==> config.mk <==
export PLATFORM = sky130hd
export DESIGN_NAME = framebuffer_access_arbiter
export DESIGN_NICKNAME = d
export VERILOG_FILES = /design/src/rtl/fb_pkg.sv /design/src/rtl/fb_xy_to_addr.sv /design/src/rtl/framebuffer_access_arbiter.sv
export SDC_FILE = /design/constraint.sdc
export NUM_CORES = 1
export LEC_CHECK = 0
export CAP_MARGIN = 40
export CORE_MARGIN = 3
export CORE_UTILIZATION = 55
export CTS_CLUSTER_SIZE = 12
export DETAILED_ROUTE_END_ITERATION = 7
export GPL_TIMING_DRIVEN = 0
export HOLD_SLACK_MARGIN = 0.02
export PLACE_DENSITY_LB_ADDON = 0.05
export RECOVER_POWER = 25
export SLEW_MARGIN = 20
export SYNTH_ARGS = -nofsm -noshare
export SYNTH_HDL_FRONTEND = slang
export SYNTH_SLANG_ARGS = --single-unit
export TNS_END_PERCENT = 5
==> constraint.sdc <==
create_clock -name Clk -period 4.2 [get_ports Clk]
set_input_delay 0.63 -clock Clk [delete_from_list [all_inputs] [get_ports Clk]]
set_output_delay 0.63 -clock Clk [all_outputs]
set_load 0.01 [all_outputs]
==> src/rtl/fb_pkg.sv <==
// fb_pkg: shared framebuffer geometry, address type, arbiter states and pointer wrap helper
package fb_pkg;
  localparam int H_RES      = 320;
  localparam int V_RES      = 240;
  localparam int ADDR_W     = 20;
  localparam int DATA_W     = 16;
  localparam int STARVE_MAX = 4;
  localparam int FB_PIXELS  = H_RES * V_RES;
  typedef logic [ADDR_W-1:0] fb_addr_t;
  typedef enum logic [1:0] {IDLE, ISSUE_RD, ISSUE_WR} state_t;
  function automatic fb_addr_t next_addr(input fb_addr_t a);
    return (a == fb_addr_t'(FB_PIXELS - 1)) ? '0 : a + fb_addr_t'(1);
  endfunction
endpackage

==> src/rtl/fb_xy_to_addr.sv <==
// fb_xy_to_addr: row/col to linear framebuffer address with out-of-range flag
module fb_xy_to_addr
  import fb_pkg::*;
(
  input  logic [9:0] row,
  input  logic [9:0] col,
  output fb_addr_t   addr,
  output logic       err
);
  always_comb begin
    addr = (fb_addr_t'(row) << 8) + (fb_addr_t'(row) << 6) + fb_addr_t'(col);
    err  = (row >= 10'(V_RES)) || (col >= 10'(H_RES));
  end
endmodule

==> src/rtl/framebuffer_access_arbiter.sv <==
// framebuffer_access_arbiter: single-master SDRAM port shared by display reads and pixel writes
module framebuffer_access_arbiter
  import fb_pkg::*;
(
  input  logic              Clk,
  input  logic              Reset,
  input  logic              Rd_Req,
  input  logic              Rd_Frame_Start,
  output logic              Rd_Ack,
  output logic [ADDR_W-1:0] Rd_Address,
  input  logic              Wr_Req,
  input  logic              Wr_Mode,
  input  logic [9:0]        Wr_Row,
  input  logic [9:0]        Wr_Col,
  input  logic [DATA_W-1:0] Wr_Data,
  output logic              Wr_Ack,
  output logic              Wr_Err,
  output logic              Mem_Read,
  output logic              Mem_Write,
  output logic [ADDR_W-1:0] Mem_Address,
  output logic [DATA_W-1:0] Mem_Write_Data,
  input  logic              Mem_Busy
);
  state_t            state_q, state_d;
  fb_addr_t          rd_ptr_q, rd_ptr_d, wr_ptr_q, wr_ptr_d, addr_q, addr_d, xy_addr, wr_tgt;
  logic [DATA_W-1:0] wdata_q, wdata_d;
  logic [2:0]        starve_q, starve_d;
  logic              err_q, err_d, xy_err, wr_ok, rd_win, grant_rd, grant_wr, bad;

  fb_xy_to_addr u_xy (.row(Wr_Row), .col(Wr_Col), .addr(xy_addr), .err(xy_err));

  // a request that just got Wr_Err is still held this cycle; ignore it so it is not re-granted
  always_comb begin
    wr_ok    = Wr_Req && !err_q;
    rd_win   = Rd_Req && (!wr_ok || starve_q != 3'(STARVE_MAX));
    grant_rd = (state_q == IDLE) && rd_win;
    grant_wr = (state_q == IDLE) && wr_ok && !rd_win;
    Rd_Ack   = (state_q == ISSUE_RD) && !Mem_Busy;
    Wr_Ack   = (state_q == ISSUE_WR) && !Mem_Busy;
    wr_tgt   = Wr_Mode ? xy_addr : wr_ptr_q;
    bad      = Wr_Mode && xy_err;
    state_d  = grant_rd ? ISSUE_RD : (grant_wr && !bad) ? ISSUE_WR : (Rd_Ack || Wr_Ack) ? IDLE : state_q;
    addr_d   = grant_rd ? rd_ptr_q : grant_wr ? wr_tgt : addr_q;
    wdata_d  = grant_wr ? Wr_Data : wdata_q;
    err_d    = grant_wr && bad;
    rd_ptr_d = Rd_Frame_Start ? '0 : Rd_Ack ? next_addr(rd_ptr_q) : rd_ptr_q;
    wr_ptr_d = Wr_Ack ? next_addr(addr_q) : wr_ptr_q;
    starve_d = (!Wr_Req || grant_wr) ? '0 : (grant_rd && wr_ok) ? starve_q + 3'd1 : starve_q;
  end

  always_ff @(posedge Clk) begin
    if (Reset) begin
      state_q  <= IDLE;
      rd_ptr_q <= '0;
      wr_ptr_q <= '0;
      addr_q   <= '0;
      wdata_q  <= '0;
      starve_q <= '0;
      err_q    <= 1'b0;
    end else begin
      state_q  <= state_d;
      rd_ptr_q <= rd_ptr_d;
      wr_ptr_q <= wr_ptr_d;
      addr_q   <= addr_d;
      wdata_q  <= wdata_d;
      starve_q <= starve_d;
      err_q    <= err_d;
    end
  end

  assign Mem_Read       = (state_q == ISSUE_RD);
  assign Mem_Write      = (state_q == ISSUE_WR);
  assign Mem_Address    = addr_q;
  assign Mem_Write_Data = wdata_q;
  assign Rd_Address     = rd_ptr_q;
  assign Wr_Err         = err_q;
endmodule

==> reports/results.txt <==
status - finished, final reports clean
vias in the first global route - 4,642
clk sinks - 82
Final Cycle Share - 0.794
nets - 753
Most used DFF post-synth - dfxtp_1
share of power burned in registers - 0.454
die height - 98.7 um
first-pass GRT wire length - 22,200 um
met1 Track Usage GR - 0.357
Critical Path AT - 2.70 ns
fin crit period - 3.33 ns
Resized Gates After CTS - 0
Finished Cell Area - 0.00608 sq mm
Post-Syn Area per Cell - 8.15 sq um
WL/cell - 16.7 um
Crit. End Element - primary output
antenna violations before repair - 0
area of the multi-input gates - 0.00284 sq mm
Min-Delay Path Class - flip-flop to flip-flop
Psw - 0.000545 W
Max Cap Violations - 0
share of cells above drive strength 1 - 0.0588
CTS buffer count - 9
Worst EP required - 3.57 ns
# diodes - 0
postcts setup bufs - 0
row count - 33
CP Max Fanout - 10
YS warnings - 0
H-Tree Depth - 3
# hold bufs at CTS - 0
FFs w/ async S/R, synth - 0
maximum vdd ir drop - 0.208 mV
Placed Cells - 786
Routed Wire Length - 13,400 um
layer with the highest usage - met2
die area - 0.00974 sq mm
DR DRC count - 0
Vias per Instance - 5.89
core area - 0.00830 sq mm
LEAKAGE - 2.25 nW
Post-Syn Instances - 580
Die X-Extent - 98.7 um
register area share after synthesis - 0.347
Max Freq - 300 MHz
Layout Cells excl Fill - 802
Synth area leader - dfxtp_1
pin count of the biggest net entering global routing - 16
syn nets - 641
Clock Tree Buf Depth - 2
CP startpoint kind - input pin
drt first pass iters - 5
Synth top area share - 0.347
Detailed Place HPWL - 10,200 um
Critical Path, Cell by Cell - dlygate4sd3_1 -> nor2_1 -> nand2_1 -> inv_1 -> clkbuf_1 -> clkdlybuf4s50_1
Starting Density - 0.569
count leader, synth - dfxtp_1
final hold viol count - 0
critical path type - input pin to primary output
Seq. cell area - 0.00164 sq mm
pwr dens - 301 mW/mm^2
Via Count - 4,723
CTS root buffer - clkbuf_8
number of flops mapped to enable cells by yosys - 0
Final Setup Violations - 0
ranking of synthesized cells by area - dfxtp_1 (35%), nand2_1 (6.4%), nor2_1 (4.8%)
library cells used by synthesis - 64
TNS Setup - 0 ns
P&R area growth vs syn - 28.6%
total global-route track usage - 0.279
clk slew on worst S/H paths - 0.09 ns
slew margin rel. - 0.467
met3 usage - 0.0545
Iter 0 DRT Violations - 307
Comb pwr share - 0.215
port bufs - 101
switch share - 0.298
internal power - 0.00128 W
top post-synthesis cells by count - dfxtp_1 (82), nand2_1 (80), nor2_1 (61)
number of synthesized register bits - 82
total gr overflow - 0
Hold Slack - 0.456 ns
Boundary Pins - 104
fillers - 679
Worst Skew - 0.0156 ns
Mapped Area - 0.00472 sq mm
slowest CP cell - clkdlybuf4s50_1
Tightest Pin Transition - 0.793 ns
final antenna-violating net count - 0
total power - 0.00183 W
met2 Use GR - 0.461
CTS tree - yes
part of the power in the clock network - 0.331
peak per-stage delay on the critical path - 0.63 ns
fin. max-slew vios - 0
Clock Latency Late Sink - 0.36 ns
RSZ-0062 raised after global routing - no
routability congestion estimate from global placement - 0.936
placed cell areas - 0.00587 sq mm
critical path: cells and delay by family:
kind,cells,cell delay (ns)
buf+inv,4,1.79
simple gates,2,0.27
cell families (layout without fill, tap and decap cells):
| kind of cell | Yosys count | in the layout | synth area share |
|---|---|---|---|
| adder cells (fa/ha/maj) | 18 | 18 | 0.0508 |
| AND/OR/NAND/NOR | 254 | 254 | 0.261 |
| XOR/XNOR | 44 | 44 | 0.0816 |
| buffers and inverters | 45 | 162 | 0.0519 |
| multiplexers | 11 | 11 | 0.0236 |
| flip-flops | 82 | 82 | 0.347 |
| AO/OA/AOI/OAI | 126 | 126 | 0.184 |
per-layer routing:
metal	routed length, um	part of all wire
met5	0	0
met4	346	0.026
met3	1010	0.075
met2	6340	0.47
met1	5670	0.42
sequential cells by signal, indices dropped and copies added, names as in the netlist:
name / flops
Mem_Address: 20
Mem_Write_Data: 16
Rd_Address: 20
Wr_Err: 1
starve_q: 3
state_q: 2
wr_ptr_q: 20
placed cells by master, fill, tap and decap left out, drive strengths merged, types with 3 or more instances in the layout:
master	n
or3	11
xor2	26
buf	5
a211o	3
a2111oi	10
nor2	61
xnor2	18
nand2	80
nor2b	7
and2	3
o211ai	3
nor3	17
o21a	3
nand2b	3
dfxtp	82
and4	6
a22oi	6
nor3b	3
inv	17
o311ai	3
nand3	30
nor4	3
nand4	6
dlygate4sd3	27
mux2i	10
a21oi	40
a211oi	14
a31oi	10
clkbuf	36
and3	16
o21ai	14
ha	16
clkdlybuf4s50	74
power by group through the flow:
stage | registers, W | clock network [W] | logic (W)
6_report | 0.000830 | 0.000605 | 0.000394
5_1_grt | 0.000833 | 0.000646 | 0.000433
4_1_cts | 0.000830 | 0.000609 | 0.000396
3_5_place_dp | 0.000848 | 0 | 0.000393
3_3_place_gp | 0.000847 | 0 | 0.000384
2_1_floorplan | 0.000850 | 0 | 0.000235
area by class of cell:
cell class                      count  area share
Multi-Input combinational cell    453       0.467
Sequential cell                    82       0.270
Timing Repair Buffer              101       0.166
Buffer                             31      0.0317
Clock buffer                       10      0.0227
Tap cell                          105      0.0216
Clock inverter                      6      0.0117
Inverter                           14     0.00865
path summary, 6_finish.rpt:
path,from,end,slack [ns],cells past startpoint
max reg2reg,Rd_Address[2],Rd_Address[16],1.67,6
min,wr_ptr_q[1],wr_ptr_q[1],0.46,2
min reg2reg,wr_ptr_q[1],wr_ptr_q[1],0.46,2
max,Mem_Busy,Wr_Ack,0.87,6
through the flow:
step / setup slack, ns / util
finish: 0.865 / 0.732
global route: 0.746 / 0.732
CTS: 0.993 / 0.732
detailed placement: 0.648 / 0.707
global placement: 0.671 / 0.707
floorplan: 1.41 / -
Power figures use the tool's default switching activity.
